`src/rtl/auth_msg_assembler.sv`:
```
// auth_msg_assembler: collects the authentication message, which arrives as a
// byte stream from the PD transport layer. Byte i of the message lands in bits
// [8i+7:8i] of a 1000-bit bus. The block checks the message length and raises
// a request to the authentication responder. It holds the message stable until
// the responder acknowledges it.
// Optional header check: define AUTH_ASM_HDR_CHECK_EN to also require
// ProtocolVersion == 1 and MessageType in 129..131. Without it, err_proto
// stays 0.
module auth_msg_assembler #(
  parameter int MAX_BYTES    = 125,
  parameter int MIN_BYTES    = 4,
  parameter int BYTE_TIMEOUT = 1000
) (
  input  logic                   clk,
  input  logic                   reset,
  input  logic [7:0]             byte_in,
  input  logic                   byte_valid,
  input  logic                   byte_last,
  output logic                   byte_ready,
  output logic [8*MAX_BYTES-1:0] auth_msg_out,
  output logic                   resp_req_out,
  input  logic                   resp_ack_in,
  output logic [6:0]             msg_len,
  output logic                   err_overflow,
  output logic                   err_runt,
  output logic                   err_timeout,
  output logic                   err_proto
);

  localparam logic [4:0] ST_IDLE  = 5'b00001;
  localparam logic [4:0] ST_RECV  = 5'b00010;
  localparam logic [4:0] ST_CHECK = 5'b00100;
  localparam logic [4:0] ST_REQ   = 5'b01000;
  localparam logic [4:0] ST_DROP  = 5'b10000;

  localparam int TMO_W = $clog2(BYTE_TIMEOUT + 1);
  localparam logic [6:0]       MAX_LEN  = 7'(MAX_BYTES);
  localparam logic [6:0]       MIN_LEN  = 7'(MIN_BYTES);
  localparam logic [TMO_W-1:0] TMO_LAST = TMO_W'(BYTE_TIMEOUT - 1);
  localparam logic [TMO_W-1:0] TMO_ONE  = TMO_W'(1);

  logic [4:0]       state_reg, state_next;
  logic [6:0]       len_reg, len_next;
  logic [TMO_W-1:0] tmo_reg, tmo_next;
  logic [7:0]       mem_reg [MAX_BYTES];
  logic             byte_ready_reg;
  logic             resp_req_reg;
  logic             err_overflow_reg, err_overflow_next;
  logic             err_runt_reg, err_runt_next;
  logic             err_timeout_reg, err_timeout_next;
  logic             err_proto_reg, err_proto_next;
  logic             accept;
  logic             wr_en;
  logic             clr;

  assign accept = byte_valid & byte_ready_reg;

`ifdef AUTH_ASM_HDR_CHECK_EN
  logic hdr_ok;
  assign hdr_ok = (mem_reg[0] == 8'd1) && (mem_reg[1] >= 8'd129) && (mem_reg[1] <= 8'd131);
`endif

  // Next-state, slot-write and error decisions for the one-hot FSM
  always_comb begin
    state_next        = state_reg;
    len_next          = len_reg;
    tmo_next          = tmo_reg;
    wr_en             = 1'b0;
    clr               = 1'b0;
    err_overflow_next = 1'b0;
    err_runt_next     = 1'b0;
    err_timeout_next  = 1'b0;
    err_proto_next    = 1'b0;
    case (state_reg)
      ST_IDLE: begin
        tmo_next = '0;
        if (accept) begin
          wr_en      = 1'b1;
          len_next   = len_reg + 7'd1;
          // A single-byte message still goes through CHECK so runt is flagged there
          state_next = byte_last ? ST_CHECK : ST_RECV;
        end
      end
      ST_RECV: begin
        if (accept) begin
          tmo_next = '0;
          if (len_reg == MAX_LEN) begin
            // Byte MAX_BYTES+1: report it and throw it away
            err_overflow_next = 1'b1;
            if (byte_last) begin
              clr        = 1'b1;
              state_next = ST_IDLE;
            end else begin
              state_next = ST_DROP;
            end
          end else begin
            wr_en    = 1'b1;
            len_next = len_reg + 7'd1;
            if (byte_last) state_next = ST_CHECK;
          end
        end else if (tmo_reg == TMO_LAST) begin
          err_timeout_next = 1'b1;
          clr              = 1'b1;
          state_next       = ST_IDLE;
        end else begin
          tmo_next = tmo_reg + TMO_ONE;
        end
      end
      ST_DROP: begin
        // Drain the rest of an oversized message; the error has already been reported
        if (accept) begin
          tmo_next = '0;
          if (byte_last) begin
            clr        = 1'b1;
            state_next = ST_IDLE;
          end
        end else if (tmo_reg == TMO_LAST) begin
          clr        = 1'b1;
          state_next = ST_IDLE;
        end else begin
          tmo_next = tmo_reg + TMO_ONE;
        end
      end
      ST_CHECK: begin
        if (len_reg < MIN_LEN) begin
          err_runt_next = 1'b1;
          clr           = 1'b1;
          state_next    = ST_IDLE;
        end else begin
`ifdef AUTH_ASM_HDR_CHECK_EN
          if (!hdr_ok) begin
            err_proto_next = 1'b1;
            clr            = 1'b1;
            state_next     = ST_IDLE;
          end else begin
            state_next = ST_REQ;
          end
`else
          state_next = ST_REQ;
`endif
        end
      end
      ST_REQ: begin
        if (resp_ack_in) begin
          clr        = 1'b1;
          state_next = ST_IDLE;
        end
      end
      default: begin
        clr        = 1'b1;
        state_next = ST_IDLE;
      end
    endcase
    if (clr) begin
      len_next = '0;
      tmo_next = '0;
    end
  end

  // Control state and registered outputs; byte_ready and the request follow the next state
  always_ff @(posedge clk or negedge reset) begin
    if (!reset) begin
      state_reg        <= ST_IDLE;
      len_reg          <= '0;
      tmo_reg          <= '0;
      byte_ready_reg   <= 1'b0;
      resp_req_reg     <= 1'b0;
      err_overflow_reg <= 1'b0;
      err_runt_reg     <= 1'b0;
      err_timeout_reg  <= 1'b0;
      err_proto_reg    <= 1'b0;
    end else begin
      state_reg        <= state_next;
      len_reg          <= len_next;
      tmo_reg          <= tmo_next;
      byte_ready_reg   <= (state_next == ST_IDLE) || (state_next == ST_RECV) ||
                          (state_next == ST_DROP);
      resp_req_reg     <= (state_next == ST_REQ);
      err_overflow_reg <= err_overflow_next;
      err_runt_reg     <= err_runt_next;
      err_timeout_reg  <= err_timeout_next;
      err_proto_reg    <= err_proto_next;
    end
  end

  genvar gi;
  generate
    for (gi = 0; gi < MAX_BYTES; gi++) begin : g_slot
      // Each slot captures the byte written at its index and returns to 0 when the message is dropped or done
      always_ff @(posedge clk or negedge reset) begin
        if (!reset) begin
          mem_reg[gi] <= 8'd0;
        end else if (clr) begin
          mem_reg[gi] <= 8'd0;
        end else if (wr_en && (len_reg == 7'(gi))) begin
          mem_reg[gi] <= byte_in;
        end
      end
      assign auth_msg_out[8*gi +: 8] = mem_reg[gi];
    end
  endgenerate

  assign byte_ready   = byte_ready_reg;
  assign resp_req_out = resp_req_reg;
  assign msg_len      = len_reg;
  assign err_overflow = err_overflow_reg;
  assign err_runt     = err_runt_reg;
  assign err_timeout  = err_timeout_reg;
  assign err_proto    = err_proto_reg;

endmodule

```
`config.mk`:
```
export PLATFORM = sky130hd
export DESIGN_NAME = auth_msg_assembler
export DESIGN_NICKNAME = d
export VERILOG_FILES = /design/src/rtl/auth_msg_assembler.sv
export SDC_FILE = /design/constraint.sdc
export NUM_CORES = 1
export LEC_CHECK = 0
export CORE_AREA = 4 4 400 402
export DETAILED_ROUTE_END_ITERATION = 8
export DIE_AREA = 0 0 404 406
export GPL_TIMING_DRIVEN = 0
export PLACE_DENSITY = 0.51
export SYNTH_ARGS = -nofsm -noshare
export SYNTH_HDL_FRONTEND = slang
export SYNTH_SLANG_ARGS = --single-unit
```
`constraint.sdc`:
```
create_clock -name clk -period 5.95 [get_ports clk]
set_input_delay 1.19 -clock clk [delete_from_list [all_inputs] [get_ports clk]]
set_output_delay 1.19 -clock clk [all_outputs]
set_load 0.02 [all_outputs]
```
* Word-level counts from Yosys, hierarchy flattened
Cells that the tools add are included.
** Storage, ports and cells
- Flip-flop bits (word level) :: 1027
- Logic and storage cells :: 823
** Cells by class
- $add $sub $neg :: 2
- Order comparisons :: 1
- Eq/ne operators :: 139
- Muxes and demuxes :: 289
- Bitwise gates (word level) :: 1
- Reductions and logical operators :: 258
** Operators with widths (number)
- $mux W8 :: 250
- $eq A7 B7 Y1 const B :: 62
- $reduce_bool A2 Y1 :: 125
- $eq A7 B6 Y1 const B :: 32
- $logic_and A1 B1 Y1 :: 125
- $eq A7 B5 Y1 const B :: 16
- $eq A7 B4 Y1 const B :: 8
- $mux W5 :: 9
- $mux W10 :: 3
- $eq A7 B3 Y1 const B :: 4
- $mux W7 :: 4
- $pmux W5 S5 :: 1
- $pmux W10 S2 :: 1
- $mux W1 :: 16
- $eq A7 B2 Y1 const B :: 2
- $pmux W7 S2 :: 1
- $add A10 B1 Y10 const B :: 1
- $eq A10 B10 Y1 const B :: 1
- $eq A5 B1 Y1 const B :: 2
- $eq A5 B2 Y1 const B :: 2
- $eq A5 B4 Y1 const B :: 2
- $eq A5 B5 Y1 const B :: 2
- $ne A3 B3 Y1 const B :: 3
- $add A7 B1 Y7 const B :: 1
- 15 further kinds :: 17

* Longest topological paths before layout
Gate-level depths: netlist of run 1.
- Depth in word-level cells :: 7
- Mapped depth :: 11
- Depth with buffers taken out :: 7

* Worst setup path after synthesis of run 1
Ideal clock, no wire load.
- Path kind :: input port to flip-flop
- Start point :: in byte_valid
- End point :: reg mem_reg, in the netlist auth_msg_out[808]
- Library setup time :: 123 ps
- Data arrival time :: 2591 ps
- Path slack :: 3235 ps
- Cell stages on the path :: 7
- Buffers on the path :: 2
- Cell sequence :: and3_1 -> nor2b_1 -> clkbuf_1 -> buf_2 -> nand3_1 -> nand2_1 -> a21oi_1
** On the way
- Word-level cells in the longest chain between the ends :: 5
- Elaborated cells on any way between the ends :: 10
- Classes of those cells :: 7 x mux; 1 x bitwise; 2 x reduce/logical
** RTL lines
- start: declaration :: line 17 : input logic byte_valid,
- $and A1 B1 Y1 * :: line 56 : assign accept = byte_valid & byte_ready_reg;
- $mux W1, on equally long branches :: line 85, 77
- $pmux W1 S2 :: line 74 : case (state_reg)
- $logic_and A1 B1 Y1 :: line 195 : end else if (wr_en && (len_reg == 7'(gi))) begin
- $reduce_bool A2 Y1 (no line)
- end signal: indexed assignment :: line 196 : mem_reg[gi] <= byte_in;
- end: declaration :: line 45 : logic [7:0] mem_reg [MAX_BYTES];
Mark *: on every way between the ends. The rest lies on a longest branch, timed or not.
A chain may end at the register's enable or synchronous reset.

* Worst setup path after layout of run 1
- Start point :: in byte_valid
- End point :: reg mem_reg, in the netlist auth_msg_out[823]
Same word-level chain as after synthesis.

==> impl_metrics.py, run 1 <==
metrics = {
    "timing": {
        "finalCriticalPeriod_ns": 4.370,
        "fin_skew_ns": 0.06576,
        "rsz0062_at_grt": "false",
        "tns_ns": 0,
        "worstMarginPinSlew_ns": 1.484,
        "final_hold_viol_count": 0,
        "finalWorstSetupSlack_ns": 1.580,
        "finalCritPeriodShare": 0.7345,
        "setup_viol": 0,
        "slew_violations": 0,
        "max_slew_margin": 0.01055,
        "clock.fmax_ghz": 0.2288,
    },
    "drt": {
        "drtIter0Drc": 3904,
        "drt_drc_violations_left": 0,
        "wl_per_cell_um": 30.09,
        "viasPerCell": 5.284,
        "wirelength_um": 238600,
        "firstDrtPassIters": 6,
        "ant_nets": 0,
        "via_count": 41900,
    },
    "clock_tree": {
        "cts_inserted_buffers": 118,
        "clk_pin_slew_ns": 0.06,
        "cts_max_level": 3,
        "clock-root-buffer": "clkbuf_16",
        "clock_latency_ns": 0.77,
        "cts_tree": "done",
        "holdBufCountCts": 0,
        "cts_buffer_depth": 3,
        "numClockSinks": 1027,
        "cts_resized": 0,
        "cts_setup_buffers": 0,
    },
    "yosys": {
        "synth_area_sq_um": 44640,
        "ys_ff_latch": 1027,
        "synth_edf_count": 0,
        "postSynthCellCount": 4619,
        "synth_cell_types": 61,
        "ys.flop_type": "dfrtp_1",
        "synth.avg_cell_area_sq_um": 9.664,
        "synthArstFlopShare": 1.000,
        "yosys_warnings": 0,
        "yosysSeqAreaShare": 0.5757,
        "synth_nets": 4637,
    },
    "pwr": {
        "p_seq_frac": 0.344,
        "p_clk_frac": 0.365,
        "power_density_nw_per_um2": 333.6,
        "max-vdd-ir-drop_mv": 0.2445,
        "power_leakage_nw": 25.19,
        "power.internal_mw": 12.39,
        "combPwrFrac": 0.291,
        "switching_share": 0.3978,
        "power.net_switching_mw": 8.183,
    },
    "setup_path": {
        "startpoint_type": "primary input",
        "worst-path-max-fanout": 10,
        "required_ns": 6.54,
        "endpoint_kind": "flop",
        "worstSetupPathType": "in2reg",
        "arrival_ns": 4.96,
        "r2r_cells": 8,
    },
    "global_route": {
        "grt_pass1_vias": 40840,
        "grt_use_total": 0.2804,
        "grt_remaining_overflow": 0,
        "grt_max_degree": 155,
        "antenna_found_initial": 21,
        "grt_pass1_wl_um": 328900,
    },
    "run_status": {
        "outcome": "finished, final reports clean",
    },
    "floorplan": {
        "initial_utilization": 0.2861,
        "die_area_sq_um": 164000,
        "core_sq_um": 156000,
        "chipWidth_um": 404,
        "die_y_um": 406,
        "num_rows": 145,
        "pin_count": 1026,
    },
    "finish": {
        "syn_to_final_growth_pct": 38.15,
        "drive_gt1_frac": 0.08014,
        "nets": 5783,
        "largest_reg_flops": 1000,
    },
    "placement": {
        "dp_hpwl_um": 178700,
        "port_buffers": 1016,
        "pre_cts_slack_ns": 0.8860,
        "place.gp.congestion": 0.8931,
    },
    "worst_hold_path": {
        "hold_class": "in2async",
    },
    "job": {
        "maxCapViolations": 0,
    },
}
-- power by group through the flow --
stage                     sequential, mW  clock, mW  combinational (mW)
after floorplan                     7.23          0                3.12
after global placement              7.24          0                5.94
after detailed placement            7.20          0                5.95
after CTS                           7.07       7.65                5.97
after global routing                7.07       7.92                6.30
final                               7.07       7.51                5.99
-- cell usage after synthesis, types with 6 or more instances --
library cell / count / area (sq um)
and3_1: 54 / 337.8
nand4_1: 298 / 1864
buf_2: 198 / 991.0
or4_1: 6 / 45.04
buf_6: 26 / 292.8
dfrtp_1: 1026 / 25670
nor2b_1: 9 / 56.30
o211ai_4: 10 / 212.7
nand2b_1: 6 / 37.54
clkbuf_1: 254 / 953.4
buf_1: 11 / 41.29
mux2i_1: 273 / 2733
buf_4: 11 / 82.58
nor3_1: 16 / 80.08
nand3_1: 195 / 975.9
o21ai_0: 395 / 1977
nor2_1: 291 / 1092
a21oi_1: 736 / 3684
nand2_1: 706 / 2650
and2_1: 31 / 193.9
-- critical path, cell delays in order --
cell             delay (ns)
clkdlybuf4s50_1        0.59
and3_1                 0.26
nor2b_1                0.78
clkbuf_1               0.78
buf_2                  0.57
nand3_1                0.49
nand2_1                0.22
a21oi_1                0.08
-- layer usage --
metal,routed length [um],part of all wire,GRT usage
met5,90,0.00038,0
met3,21180,0.089,0.08264
met4,14350,0.060,0.1398
met2,111700,0.47,0.4557
met1,91240,0.38,0.3397
-- layout make-up --
type                            instances  area [sq um]
Clock buffer                          188          3566
Tap cell                             2058          2575
Clock inverter                         32         427.9
Multi-Input combinational cell       3087         16570
Sequential cell                      1027         25700
Buffer                                500          2369
Timing Repair Buffer                 1026         10430
Fill cell                           15750         94350
Antenna cell                            6         15.01
Inverter                                5         18.77
-- metrics by stage --
step / power (mW) / utilization / instances / hold WS [ns] / area [sq um]
finish: 20.57 / 0.3953 / 7929 / 0.3467 / 61670
global route: 21.29 / 0.3952 / 7924 / 0.3494 / 61660
CTS: 20.68 / 0.3952 / 7923 / 0.3147 / 61660
detailed placement: 13.15 / 0.3696 / 7703 / 0.4962 / 57660
global placement: 13.17 / 0.3678 / 7693 / 0.4758 / 57390
floorplan: 10.35 / - / 4619 / 0.4496 / 44640
-- path summary, 6_finish.rpt --
kind	startpoint	endpoint	slack, ns
worst max-delay path	byte_valid	auth_msg_out[823]$_DFFE_PN0P_	1.58
worst min-delay path	reset	auth_msg_out[404]$_DFFE_PN0P_	0.35
worst max register to register	msg_len[2]$_DFFE_PN0P_	auth_msg_out[823]$_DFFE_PN0P_	2.02
worst min register to register	tmo_reg[9]$_DFFE_PN0P_	tmo_reg[9]$_DFFE_PN0P_	0.50
max in group asynchronous	reset	auth_msg_out[909]$_DFFE_PN0P_	3.48
min in group clk	tmo_reg[9]$_DFFE_PN0P_	tmo_reg[9]$_DFFE_PN0P_	0.50
-- placed cells by master, fill, tap and decap left out, drive strengths merged, types with 13 or more instances in the layout --
master,instances
a21oi,736
and2,32
and3,54
buf,257
clkbuf,442
clkdlybuf4s50,1015
clkinv,21
dfrtp,1026
mux2i,273
nand2,706
nand3,196
nand4,298
nor2,295
nor3,19
o211ai,13
o21ai,396
-- cell families (layout without fill, tap and decap cells) --
kind of cell,Yosys count,after routing,synth area share
AOI/OAI and AO/OA,1166,1166,0.1362
xor gates and xnor gates,4,4,0.0009532
adders and majority gates,5,5,0.001401
buffers and inverters,505,1751,0.05331
DFF,1027,1027,0.5757
muxes,273,273,0.06121
other,1,7,0.00008400
and+or+nand+nor,1638,1638,0.1711
No activity file was read; power rests on OpenSTA's default activity.
==> run 2, diff against run 1 <==
--- a/config.mk
+++ b/config.mk
@@ -9,7 +9,7 @@
 export DETAILED_ROUTE_END_ITERATION = 8
 export DIE_AREA = 0 0 404 406
 export GPL_TIMING_DRIVEN = 0
-export PLACE_DENSITY = 0.51
+export PLACE_DENSITY = 0.53
 export SYNTH_ARGS = -nofsm -noshare
 export SYNTH_HDL_FRONTEND = slang
 export SYNTH_SLANG_ARGS = --single-unit
==> constraint.sdc (replaced) <==
create_clock -name clk -period 3.9 [get_ports clk]
set_input_delay 0.78 -clock clk [delete_from_list [all_inputs] [get_ports clk]]
set_output_delay 0.78 -clock clk [all_outputs]
set_load 0.02 [all_outputs]
==> impl_metrics.py, run 2 (synthesis results as in run 1) <==
metrics = {
    "clock_tree": {
        "clock_latency_ns": 0.76,
        "clock-root-buffer": "clkbuf_16",
        "cts_setup_buffers": 0,
        "cts_buffer_depth": 3,
        "holdBufCountCts": 0,
        "numClockSinks": 1027,
        "cts_tree": "done",
        "clk_pin_slew_ns": 0.06,
        "cts_max_level": 3,
        "cts_inserted_buffers": 115,
    },
    "setup_path": {
        "rr_endpoint": "auth_msg_out[328]$_DFFE_PN0P_",
        "worstSetupPathType": "reg2reg",
        "arrival_ns": 4.55,
        "required_ns": 4.59,
        "r2r_slack_ns": 0.03,
        "r2r_cells": 8,
        "endpoint_kind": "flop",
        "timing.rr.start": "msg_len[1]$_DFFE_PN0P_",
        "startpoint_type": "flop",
        "worst-path-max-fanout": 10,
        "critPathLaunch": "msg_len[1]$_DFFE_PN0P_",
    },
    "finish": {
        "drive_gt1_frac": 0.08197,
        "fill_cells": 15690,
        "fin_area_sq_um": 61760,
        "syn_to_final_growth_pct": 38.35,
        "final_common_cell": "dfrtp_1",
        "largest_reg_flops": 1000,
        "nets": 5778,
        "layout_common_cells": "dfrtp_1, clkdlybuf4s50_1, a21oi_1, nand2_1, o21ai_0",
    },
    "pwr": {
        "power.net_switching_mw": 12.60,
        "power_leakage_nw": 25.25,
        "power_density_nw_per_um2": 516.6,
        "power.internal_mw": 19.31,
        "switching_share": 0.3948,
        "max-vdd-ir-drop_mv": 0.3951,
        "p_clk_frac": 0.373,
        "combPwrFrac": 0.289,
        "p_seq_frac": 0.338,
    },
    "drt": {
        "ant_nets": 0,
        "via_count": 42060,
        "wl_per_cell_um": 30.20,
        "wirelength_um": 239100,
        "drt_drc_violations_left": 0,
        "firstDrtPassIters": 5,
        "drtIter0Drc": 4056,
        "viasPerCell": 5.312,
    },
    "timing": {
        "max_slew_margin": 0.01385,
        "rsz0062_at_grt": "false",
        "whs_ns": -0.001666,
        "worstMarginPinSlew_ns": 1.474,
        "clock.fmax_ghz": 0.2586,
        "finalWorstSetupSlack_ns": 0.03262,
        "setup_viol": 0,
        "fin_skew_ns": 0.05845,
        "slew_violations": 0,
        "finalCritPeriodShare": 0.9916,
        "finalCriticalPeriod_ns": 3.867,
        "final_hold_viol_count": 1,
        "tns_ns": 0,
    },
    "global_route": {
        "grt_max_degree": 159,
        "grt_use_total": 0.2806,
        "grt_remaining_overflow": 0,
        "grt_pass1_vias": 40920,
        "grt_pass1_wl_um": 328700,
        "antenna_found_initial": 14,
    },
    "placement": {
        "port_buffers": 1016,
        "pre_cts_slack_ns": -0.8637,
        "dp_hpwl_um": 178800,
        "place.gp.congestion": 0.9043,
        "post_dp_cell_area_sq_um": 57640,
    },
    "floorplan": {
        "num_rows": 145,
        "core_sq_um": 156000,
        "pin_count": 1026,
        "initial_utilization": 0.2861,
        "die_area_sq_um": 164000,
        "chipWidth_um": 404,
        "die_y_um": 406,
    },
    "run_status": {
        "violations": "negative hold slack, max-capacitance violations",
        "outcome": "finished with violations",
    },
    "worst_hold_path": {
        "hold_class": "in2async",
    },
    "job": {
        "maxCapViolations": 1,
    },
}
==> run 2: power groups by stage <==
stage               Sequential [mW]  Combinational, mW  Clock [mW]
floorplan                      11.0               4.76           0
global placement               11.0               9.00           0
detailed placement             11.0               9.10           0
CTS                            10.8               9.11        12.1
global route                   10.8               9.65        12.5
finish                         10.8               9.20        11.9
==> run 2: critical path, stage by stage, from the launching register on <==
cell	delay, ns
dfrtp_1	0.44
inv_1	0.12
ha_1	0.30
clkbuf_2	0.45
and2_1	0.61
clkbuf_1	0.61
clkbuf_1	0.76
nand4_1	0.30
a21oi_1	0.23
==> run 2: how the worst max path moves through the flow <==
stage	endpoint	slack (ns)	depth (start not counted)
after CTS	auth_msg_out[328]$_DFFE_PN0P_	0.04	8
after detailed placement	auth_msg_out[823]$_DFFE_PN0P_	-0.86	8
after floorplan	auth_msg_out[903]$_DFFE_PN0P_	1.59	9
after global placement	auth_msg_out[395]$_DFFE_PN0P_	-47.37	1
final	auth_msg_out[328]$_DFFE_PN0P_	0.03	8
after global routing	auth_msg_out[792]$_DFFE_PN0P_	0.01	8
==> run 2: final cells by class <==
type	count	area (sq um)	area share
multi-input combinational	3087	16580	0.2684
clock inverter	52	799.5	0.01295
buffer	499	2367	0.03833
antenna	3	7.507	0.0001216
sequential	1027	25700	0.4161
tap	2058	2575	0.04169
clock buffer	161	3312	0.05363
inverter	5	18.77	0.0003039
timing repair buffer	1025	10400	0.1684
==> run 2: layer usage <==
metal | part of all wire | track usage
met4 | 0.064 | 0.1522
met3 | 0.088 | 0.07934
met5 | 0.000054 | 0
met1 | 0.39 | 0.3435
met2 | 0.46 | 0.4484
==> run 2: what timing repair did <==
item                                    in CTS  in global routing
resized for setup                            2                  0
endpoints found under the setup margin      30                 69
pin swaps                                    0                  0
==> run 2: per-stage QoR <==
| step | cells | utilization | total power [mW] |
|---|---|---|---|
| 3_3_place_gp | 7693 | 0.3678 | 20.04 |
| 4_1_cts | 7915 | 0.3958 | 32.01 |
| 2_1_floorplan | 4619 | - | 15.79 |
| 3_5_place_dp | 7702 | 0.3694 | 20.08 |
| 6_report | 7917 | 0.3958 | 31.90 |
| 5_1_grt | 7916 | 0.3958 | 32.95 |
